## src/rtl/irq_encoder8_3_pkg.sv

```systemverilog
// -----------------------------------------------------------------------------
// irq_encoder8_3_pkg
// Shared constants and types for the interrupt request encoder:
//   N_REQ   : number of request lines (fixed at 8)
//   IDX_W   : width of the encoded index (log2 of N_REQ)
//   state_t : handshake FSM state encoding (ST_IDLE / ST_VALID)
// -----------------------------------------------------------------------------
package irq_encoder8_3_pkg;

  localparam int N_REQ = 8;
  localparam int IDX_W = 3;

  typedef enum logic {
    ST_IDLE  = 1'b0,
    ST_VALID = 1'b1
  } state_t;

endpackage : irq_encoder8_3_pkg

```

## src/rtl/irq_encoder8_3_dec.sv

```systemverilog
// -----------------------------------------------------------------------------
// irq_encoder8_3_dec
// 3-to-8 decoder with enable. Produces the one-hot of idx when en=1, all zeros
// otherwise. The encoder uses it to build the pending-clear mask from the
// currently presented index.
// Ports:
//   idx    in  3  index to decode
//   en     in  1  decode enable
//   onehot out 8  one-hot result (zero when en=0)
// -----------------------------------------------------------------------------
module irq_encoder8_3_dec
  import irq_encoder8_3_pkg::*;
(
  input  logic [IDX_W-1:0] idx,
  input  logic             en,
  output logic [N_REQ-1:0] onehot
);

  genvar gi;
  generate
    for (gi = 0; gi < N_REQ; gi++) begin : g_dec
      assign onehot[gi] = en && (idx == IDX_W'(gi));
    end
  endgenerate

endmodule : irq_encoder8_3_dec

```

## src/rtl/irq_encoder8_3.sv

```systemverilog
// -----------------------------------------------------------------------------
// irq_encoder8_3
// Sequential 8-to-3 priority encoder with rising-edge request capture and a
// valid/ack handshake. Rising edges on req_in set bits in a pending register;
// the highest-priority unmasked pending bit is latched into enc_idx and held,
// with enc_valid=1, until the consumer asserts enc_ack. The ack clears that
// pending bit and the FSM returns to IDLE for one cycle before the next pick.
// Parameters:
//   HIGH_FIRST : 1 = bit 7 has highest priority, 0 = bit 0 highest
//   N_REQ      : number of request lines (must be 8)
// Ports:
//   clk         in  1  rising-edge clock
//   rst         in  1  synchronous active-high reset
//   req_in      in  8  request levels (rising edges are captured)
//   mask_in     in  8  1 = bit ignored for selection (still captured)
//   enc_ack     in  1  consumer accepts enc_idx (only honoured while valid)
//   enc_valid   out 1  enc_idx holds a selection
//   enc_idx     out 3  selected request index
//   pending_out out 8  pending register
//   any_pending out 1  |(pending & ~mask_in)
// -----------------------------------------------------------------------------
module irq_encoder8_3 #(
  parameter bit HIGH_FIRST = 1'b1,
  parameter int N_REQ      = 8
) (
  input  logic             clk,
  input  logic             rst,
  input  logic [N_REQ-1:0] req_in,
  input  logic [N_REQ-1:0] mask_in,
  input  logic             enc_ack,
  output logic             enc_valid,
  output logic [2:0]       enc_idx,
  output logic [N_REQ-1:0] pending_out,
  output logic             any_pending
);

  import irq_encoder8_3_pkg::*;

  state_t             state_reg, state_next;
  logic [N_REQ-1:0]   req_q_reg;
  logic [N_REQ-1:0]   pending_reg, pending_next;
  logic [IDX_W-1:0]   idx_reg, idx_next;
  logic [N_REQ-1:0]   rise;
  logic [N_REQ-1:0]   eligible;
  logic [N_REQ-1:0]   clr;
  logic               clr_en;

  // Priority encode: the later assignment in the scan wins, so scanning
  // upward favours high bits and scanning downward favours low bits.
  function automatic logic [IDX_W-1:0] prio_enc(input logic [N_REQ-1:0] v);
    logic [IDX_W-1:0] r;
    r = '0;
    if (HIGH_FIRST) begin
      for (int i = 0; i < N_REQ; i++)
        if (v[i]) r = IDX_W'(i);
    end else begin
      for (int i = N_REQ - 1; i >= 0; i--)
        if (v[i]) r = IDX_W'(i);
    end
    return r;
  endfunction

  assign rise     = req_in & ~req_q_reg;
  assign eligible = pending_reg & ~mask_in;
  assign clr_en   = (state_reg == ST_VALID) && enc_ack;

  irq_encoder8_3_dec u_clr_dec (
    .idx    (idx_reg),
    .en     (clr_en),
    .onehot (clr)
  );

  // A new edge on the bit being acknowledged keeps it pending (set wins).
  assign pending_next = (pending_reg & ~clr) | rise;

  always_comb begin
    state_next = state_reg;
    idx_next   = idx_reg;
    case (state_reg)
      ST_IDLE: begin
        if (|eligible) begin
          idx_next   = prio_enc(eligible);
          state_next = ST_VALID;
        end
      end
      ST_VALID: begin
        // idx is frozen here regardless of mask or pending changes.
        if (enc_ack) state_next = ST_IDLE;
      end
      default: state_next = ST_IDLE;
    endcase
  end

  always_ff @(posedge clk) begin
    if (rst) begin
      state_reg   <= ST_IDLE;
      req_q_reg   <= '0;
      pending_reg <= '0;
      idx_reg     <= '0;
    end else begin
      state_reg   <= state_next;
      req_q_reg   <= req_in;
      pending_reg <= pending_next;
      idx_reg     <= idx_next;
    end
  end

  assign enc_valid   = (state_reg == ST_VALID);
  assign enc_idx     = idx_reg;
  assign pending_out = pending_reg;
  assign any_pending = |eligible;

endmodule : irq_encoder8_3

```

## config.mk

```make
export PLATFORM = sky130hd
export DESIGN_NAME = irq_encoder8_3
export DESIGN_NICKNAME = d
export VERILOG_FILES = /design/src/rtl/irq_encoder8_3_pkg.sv /design/src/rtl/irq_encoder8_3_dec.sv /design/src/rtl/irq_encoder8_3.sv
export SDC_FILE = /design/constraint.sdc
export NUM_CORES = 1
export LEC_CHECK = 0
export ABC_AREA = 1
export ABC_CLOCK_PERIOD_IN_PS = 900
export BUFFER_PORTS_ARGS = -buffer_cell sky130_fd_sc_hd__clkbuf_2
export CAP_MARGIN = 25
export CORE_AREA = 3 3 52 54
export CTS_BUF_LIST = sky130_fd_sc_hd__clkbuf_2
export DETAILED_ROUTE_END_ITERATION = 6
export DIE_AREA = 0 0 55 57
export PLACE_DENSITY_LB_ADDON = 0.12
export SYNTH_ARGS = -nofsm -noshare
export SYNTH_HDL_FRONTEND = slang
export SYNTH_SLANG_ARGS = --single-unit
```

## constraint.sdc

```tcl
create_clock -name clk -period 0.9 [get_ports clk]
set_input_delay 0.18 -clock clk [delete_from_list [all_inputs] [get_ports clk]]
set_output_delay 0.18 -clock clk [all_outputs]
set_load 0.02 [all_outputs]
```

Yosys cells after proc, flatten, opt, wreduce, memory -nomap -nowiden. Index checks and enable logic that the tools add are counted. Widths: inputs -> output; s select.

Equality and inequality tests: 7. Multiplexer cells: 10. Bitwise gates (word level): 8. Reductions and logical operators: 12.

Operators by type and width (count): $and 8x8->8 (3); $not 8->8 (3); $mux 3 (6); $eq 3x3->1 const B (4); $logic_and 1x1->1 (9); $or 8x8->8 (1); $reduce_or 8->1 (1); $eq 3x2->1 const B (2); $eq 3x1->1 const B (1); $logic_not 3->1 (1); $mux 1 (3); $pmux 1 s2 (1); $reduce_and 2->1 (1); $not 1->1 (1).

Flip-flop bits (word level): 20. Bits of input ports: 19. Output and inout port bits: 13. Logic and storage cells: 41.

Longest topological paths before layout.
Depth after elaboration: 9. Mapped depth: 9. Depth with buffers taken out: 9.

By module. From an unflattened synthesis, not the netlist that was laid out.

Cell total of the unflattened synthesis: 123. Area total of the unflattened synthesis: 897.1 um^2.

Modules (own cells, without submodules): irq_encoder8_3 (instances 1, cells each 106, area each 833.3 um^2, sequential area each 400.4 um^2); irq_encoder8_3_dec (instances 1, cells each 17, area each 63.8 um^2, sequential area each 0.0 um^2).

Worst setup path before layout. No wires, ideal clock.

Path type: register -> register. Start: register pending_reg[4], in the netlist pending_out[4]. End: register state_reg, in the netlist enc_valid. Library setup time: 0.116 ns. Arrival time: 0.985 ns. Data required time: 0.784 ns. Slack: -0.201 ns. Cell stages (with the launch flop): 7. Path buffers: 0. Period minus slack after synthesis: 1.101 ns. Cell sequence: dfxtp_1 > nand2_2 > nand2_2 > nor2_2 > nand2_4 > o211ai_1 > inv_1.

Word-level cells in the longest chain between the ends: 4.

RTL lines: from (decl) (RTL line irq_encoder8_3.sv:41) `logic [N_REQ-1:0] pending_reg, pending_next;`; from (signal assigned) (RTL line irq_encoder8_3.sv:103) `pending_reg <= pending_next;`; $and 8x8->8 (RTL line irq_encoder8_3.sv:64) `assign eligible = pending_reg & ~mask_in;`; $reduce_or 8->1; named net any_pending (RTL line irq_encoder8_3.sv:34) `output logic any_pending`; $mux 1 (RTL line irq_encoder8_3.sv:81) `if (|eligible) begin`; $pmux 1 s2 (RTL line irq_encoder8_3.sv:79) `case (state_reg)`; to (signal assigned) (RTL line irq_encoder8_3.sv:101) `state_reg <= state_next;`; to (decl) (RTL line irq_encoder8_3.sv:39) `state_t state_reg, state_next;`.

The timed path passes the listed nets, and every way through them passes these cells. A chain may end at the register's enable or synchronous reset.

Worst setup path in the final report.
Start: register pending_reg[7], in the netlist pending_out[7]. End: output port any_pending.

Word-level cells in the longest chain between the ends: 2.

RTL lines: $and 8x8->8 (RTL line irq_encoder8_3.sv:64); $reduce_or 8->1 (RTL line irq_encoder8_3.sv:111) `assign any_pending = |eligible;`; to (decl) (RTL line irq_encoder8_3.sv:34).

Every way passes these cells.

==> parameters.txt <==
Parameter                              Value

Detailed routing
  Avg Vias per Cell ... 4.500
  Antenna Violating Nets Remaining ... 0
  DRC violation count after routing ... 0
  Average wire per cell in the routed design ... 11.53 um
  Final routed wirelength across all metal layers ... 2514 um
  Number of iterations in the first detailed-routing pass ... 4
  Number of vias in the routed layout ... 981
  Initial detailed-routing violation count ... 18

Layout
  Antenna Diode Count ... 0
  Cell area after layout ... 1673 sq um
  Share of final-layout standard cells stronger than drive strength 1 ... 64.21%
  Final layout net count ... 210
  Fill cells ... 180
  Area delta synth->final ... 91.82%
  Top library cells by usage in the layout, fill and taps aside ... sky130_fd_sc_hd__inv_1, sky130_fd_sc_hd__nor2_1, sky130_fd_sc_hd__clkbuf_2

Place
  HPWL reported at the end of detailed placement ... 1602 um
  Port Buf Inserts ... 31
  Gp weighted congestion ... 0.7932
  Area post-placement ... 1246 sq um

Timing
  Clock period minus worst slack ... 1319 ps
  Unrepaired setup endpoints after global routing ... yes
  Ratio of final minimum period to clock period ... 146.6%
  Highest clock frequency the design can meet ... 757.9 MHz
  Fin Setup TNS ... -4899 ps
  Total count of hold-check failures in the final report ... 0
  Max-slew violation count ... 0
  Slew @ Worst Pin ... 214.7 ps
  Setup Viol. Count Final ... 24
  Worst slew slack as a fraction of its limit ... 85.53%
  Layout Skew ... 11.74 ps
  Setup ws final ... -419.5 ps

Setup path
  Critical Path Start Type ... flop
  Worst setup EP type ... primary output
  Critical path buffer and inverter count ... 1
  Highest net fanout along the worst path ... 2
  Arr. time, crit path ... 1140 ps
  Most used cell, CP ... sky130_fd_sc_hd__nand2_4
  Crit Path Class ... flop to primary output
  Reg2reg start ... pending_out[7]
  Setup slack of the most critical reg-to-reg path ... -370 ps
  Cell-by-cell trace of the critical path ... nand2_4 > nand2_4 > nor2_4 > nand2_4 > buf_8
  Depth of the worst register-to-register path ... 10
  Capture instance of the worst register-to-register path ... enc_idx[0]
  Standard cell with the maximum stage delay on the critical path ... sky130_fd_sc_hd__dfxtp_4
  Stage delay of the slowest cell on the critical path ... 390 ps
  Cell family with most CP delay ... flip-flops
  Data required time at the worst endpoint ... 720 ps

GRT
  Remaining Overflow, GRT ... 0
  Initial antenna violation count ... 0
  Via count of the first global-routing pass ... 968
  Aggregate global-route resource usage ... 16.60%
  Maximum number of pins on one net before global-route repair ... 16
  First-pass GRT wire length ... 3850 um

Die
  Area enclosed by the die boundary ... 3135 sq um
  Number of core rows ... 17
  Vert. Die Dim ... 57 um
  X dimension of the die ... 55 um
  Number of I/O pins ... 32
  Core Box Area ... 2255 sq um
  Initial Utilization ... 38.68%

Synthesis
  Average footprint of a synthesized cell ... 6.977 sq um
  Sequential area share after synthesis ... 45.91%
  Synth Instances ... 125
  Post-Syn Area ... 872.1 sq um
  Number of synthesized register bits ... 20
  Number of nets in the synthesized netlist ... 144
  Yosys cell types ... 16
  Yosys warnings ... 0

CTS
  Num CTS Buffers ... 3
  Clock sink count ... 20
  Root buffer selected by CTS ... sky130_fd_sc_hd__clkbuf_2
  Buffer levels on the longest clock path ... 2
  Clk Latency, worst-skew pair ... 320 ps
  Clock tree from TritonCTS ... yes
  CTS HTree Levels ... 1
  Number of hold-repair buffers added at the cts stage ... 0
  Clock-pin slew reported for the worst setup and hold paths after clock tree synthesis ... 190 ps

Pwr
  Max rail drop VDD ... 0.001103 V
  Clock group share of total power ... 15.9%
  Total power divided by cell area ... 1460 nW/um^2
  Switching Power ... 814.7 uW
  Switching Share ... 33.35%
  Part of the total power dissipated in sequential elements ... 42.7%
  Internal power contribution ... 1628 uW
  Leakage Power ... 0.0008616 uW
  Comb power frac ... 41.3%

Worst hold path
  Cell depth of the worst min-delay path ... 3
  Classification of the worst-slack hold path ... primary input to flop
  Hold path endpoint ... req_q_reg[1]
  Hold path startpoint ... req_in[1]

Job
  MaxCap Viol Count ... 0

Outcome
  Result of the run ... finished with violations
  Violated checks ... negative setup slack
[worst reg2reg max path, cell delays in order (launching register included)]
cell	delay [ps]
sky130_fd_sc_hd__dfxtp_4	390
sky130_fd_sc_hd__nand2_4	70
sky130_fd_sc_hd__nand2_4	50
sky130_fd_sc_hd__nor2_4	110
sky130_fd_sc_hd__nand2_4	70
sky130_fd_sc_hd__buf_4	130
sky130_fd_sc_hd__buf_6	110
sky130_fd_sc_hd__nand2_4	70
sky130_fd_sc_hd__nand2_1	60
sky130_fd_sc_hd__nand2_1	60
sky130_fd_sc_hd__nor2_1	40
[synthesized netlist by cell type, drive strengths merged]
cell type / instances / area share [%]
nand3: 4 / 2.3
o22ai: 2 / 1.4
nand2: 32 / 18
clkbuf: 1 / 0.43
o31ai: 1 / 0.86
buf: 1 / 0.57
o21ai: 2 / 1.1
o211ai: 1 / 0.86
dfxtp: 20 / 46
a21oi: 8 / 5.0
nor2: 29 / 13
inv: 24 / 10
[cell families after synthesis]
group,after synthesis,synth area share (%)
simple gates,65,33.43
compound gates,14,9.326
buf+inv,26,11.33
flops,20,45.91
[area by class of cell]
| type | instances | area (sq um) | share of cell area (%) |
|---|---|---|---|
| inverter | 24 | 92.59 | 5.535 |
| sequential | 20 | 440.4 | 26.33 |
| multi-input combinational | 79 | 510.5 | 30.52 |
| tap | 28 | 35.03 | 2.094 |
| timing repair buffer | 63 | 574.3 | 34.33 |
| clock buffer | 4 | 20.02 | 1.197 |
[worst max-delay path by stage]
| stage | depth (start not counted) | end | slack (ps) | startpoint |
|---|---|---|---|---|
| 2_1_floorplan | 6 | enc_valid | -120 | pending_out[7] |
| 3_3_place_gp | 5 | any_pending | -90 | pending_out[7] |
| 3_5_place_dp | 6 | enc_valid | -100 | pending_out[7] |
| 4_1_cts | 5 | any_pending | -450 | pending_out[3] |
| 5_1_grt | 5 | any_pending | -500 | pending_out[7] |
| 6_report | 5 | any_pending | -420 | pending_out[7] |
[through the flow]
step / hold slack [ps] / cells / worst slack [ps] / power, uW / utilization (%)
final: 45.44 / 218 / -419.5 / 2443 / 74.20
after detailed placement: 391.1 / 199 / -104.3 / 1641 / 55.27
after global placement: 384.8 / 199 / -88.97 / 1633 / 55.27
after global routing: 33.84 / 218 / -495.5 / 2589 / 74.20
after floorplan: 295.9 / 125 / -124.8 / 1393 / -
after CTS: 36.57 / 214 / -445.9 / 2268 / 68.04
[power by group through the flow]
stage	clock network, uW	logic [uW]	registers, uW
after floorplan	0	278	1120
after global placement	0	591	1040
after detailed placement	0	596	1050
after CTS	398	838	1030
after global routing	447	1090	1050
final	389	1010	1040
[repair_timing]
item	CTS	global route
setup endpoints to repair	23	25
setup buffers	11	6
resized for setup	48	43
pin swaps	12	19
[routing by layer]
layer,GRT usage [%],up-vias,routed length [um]
met1,19.61,446,975
met5,0,-,0
li1,-,502,-
met4,7.292,0,51
met3,3.133,6,123
met2,28.21,27,1363
Power figures use the tool's default switching activity.
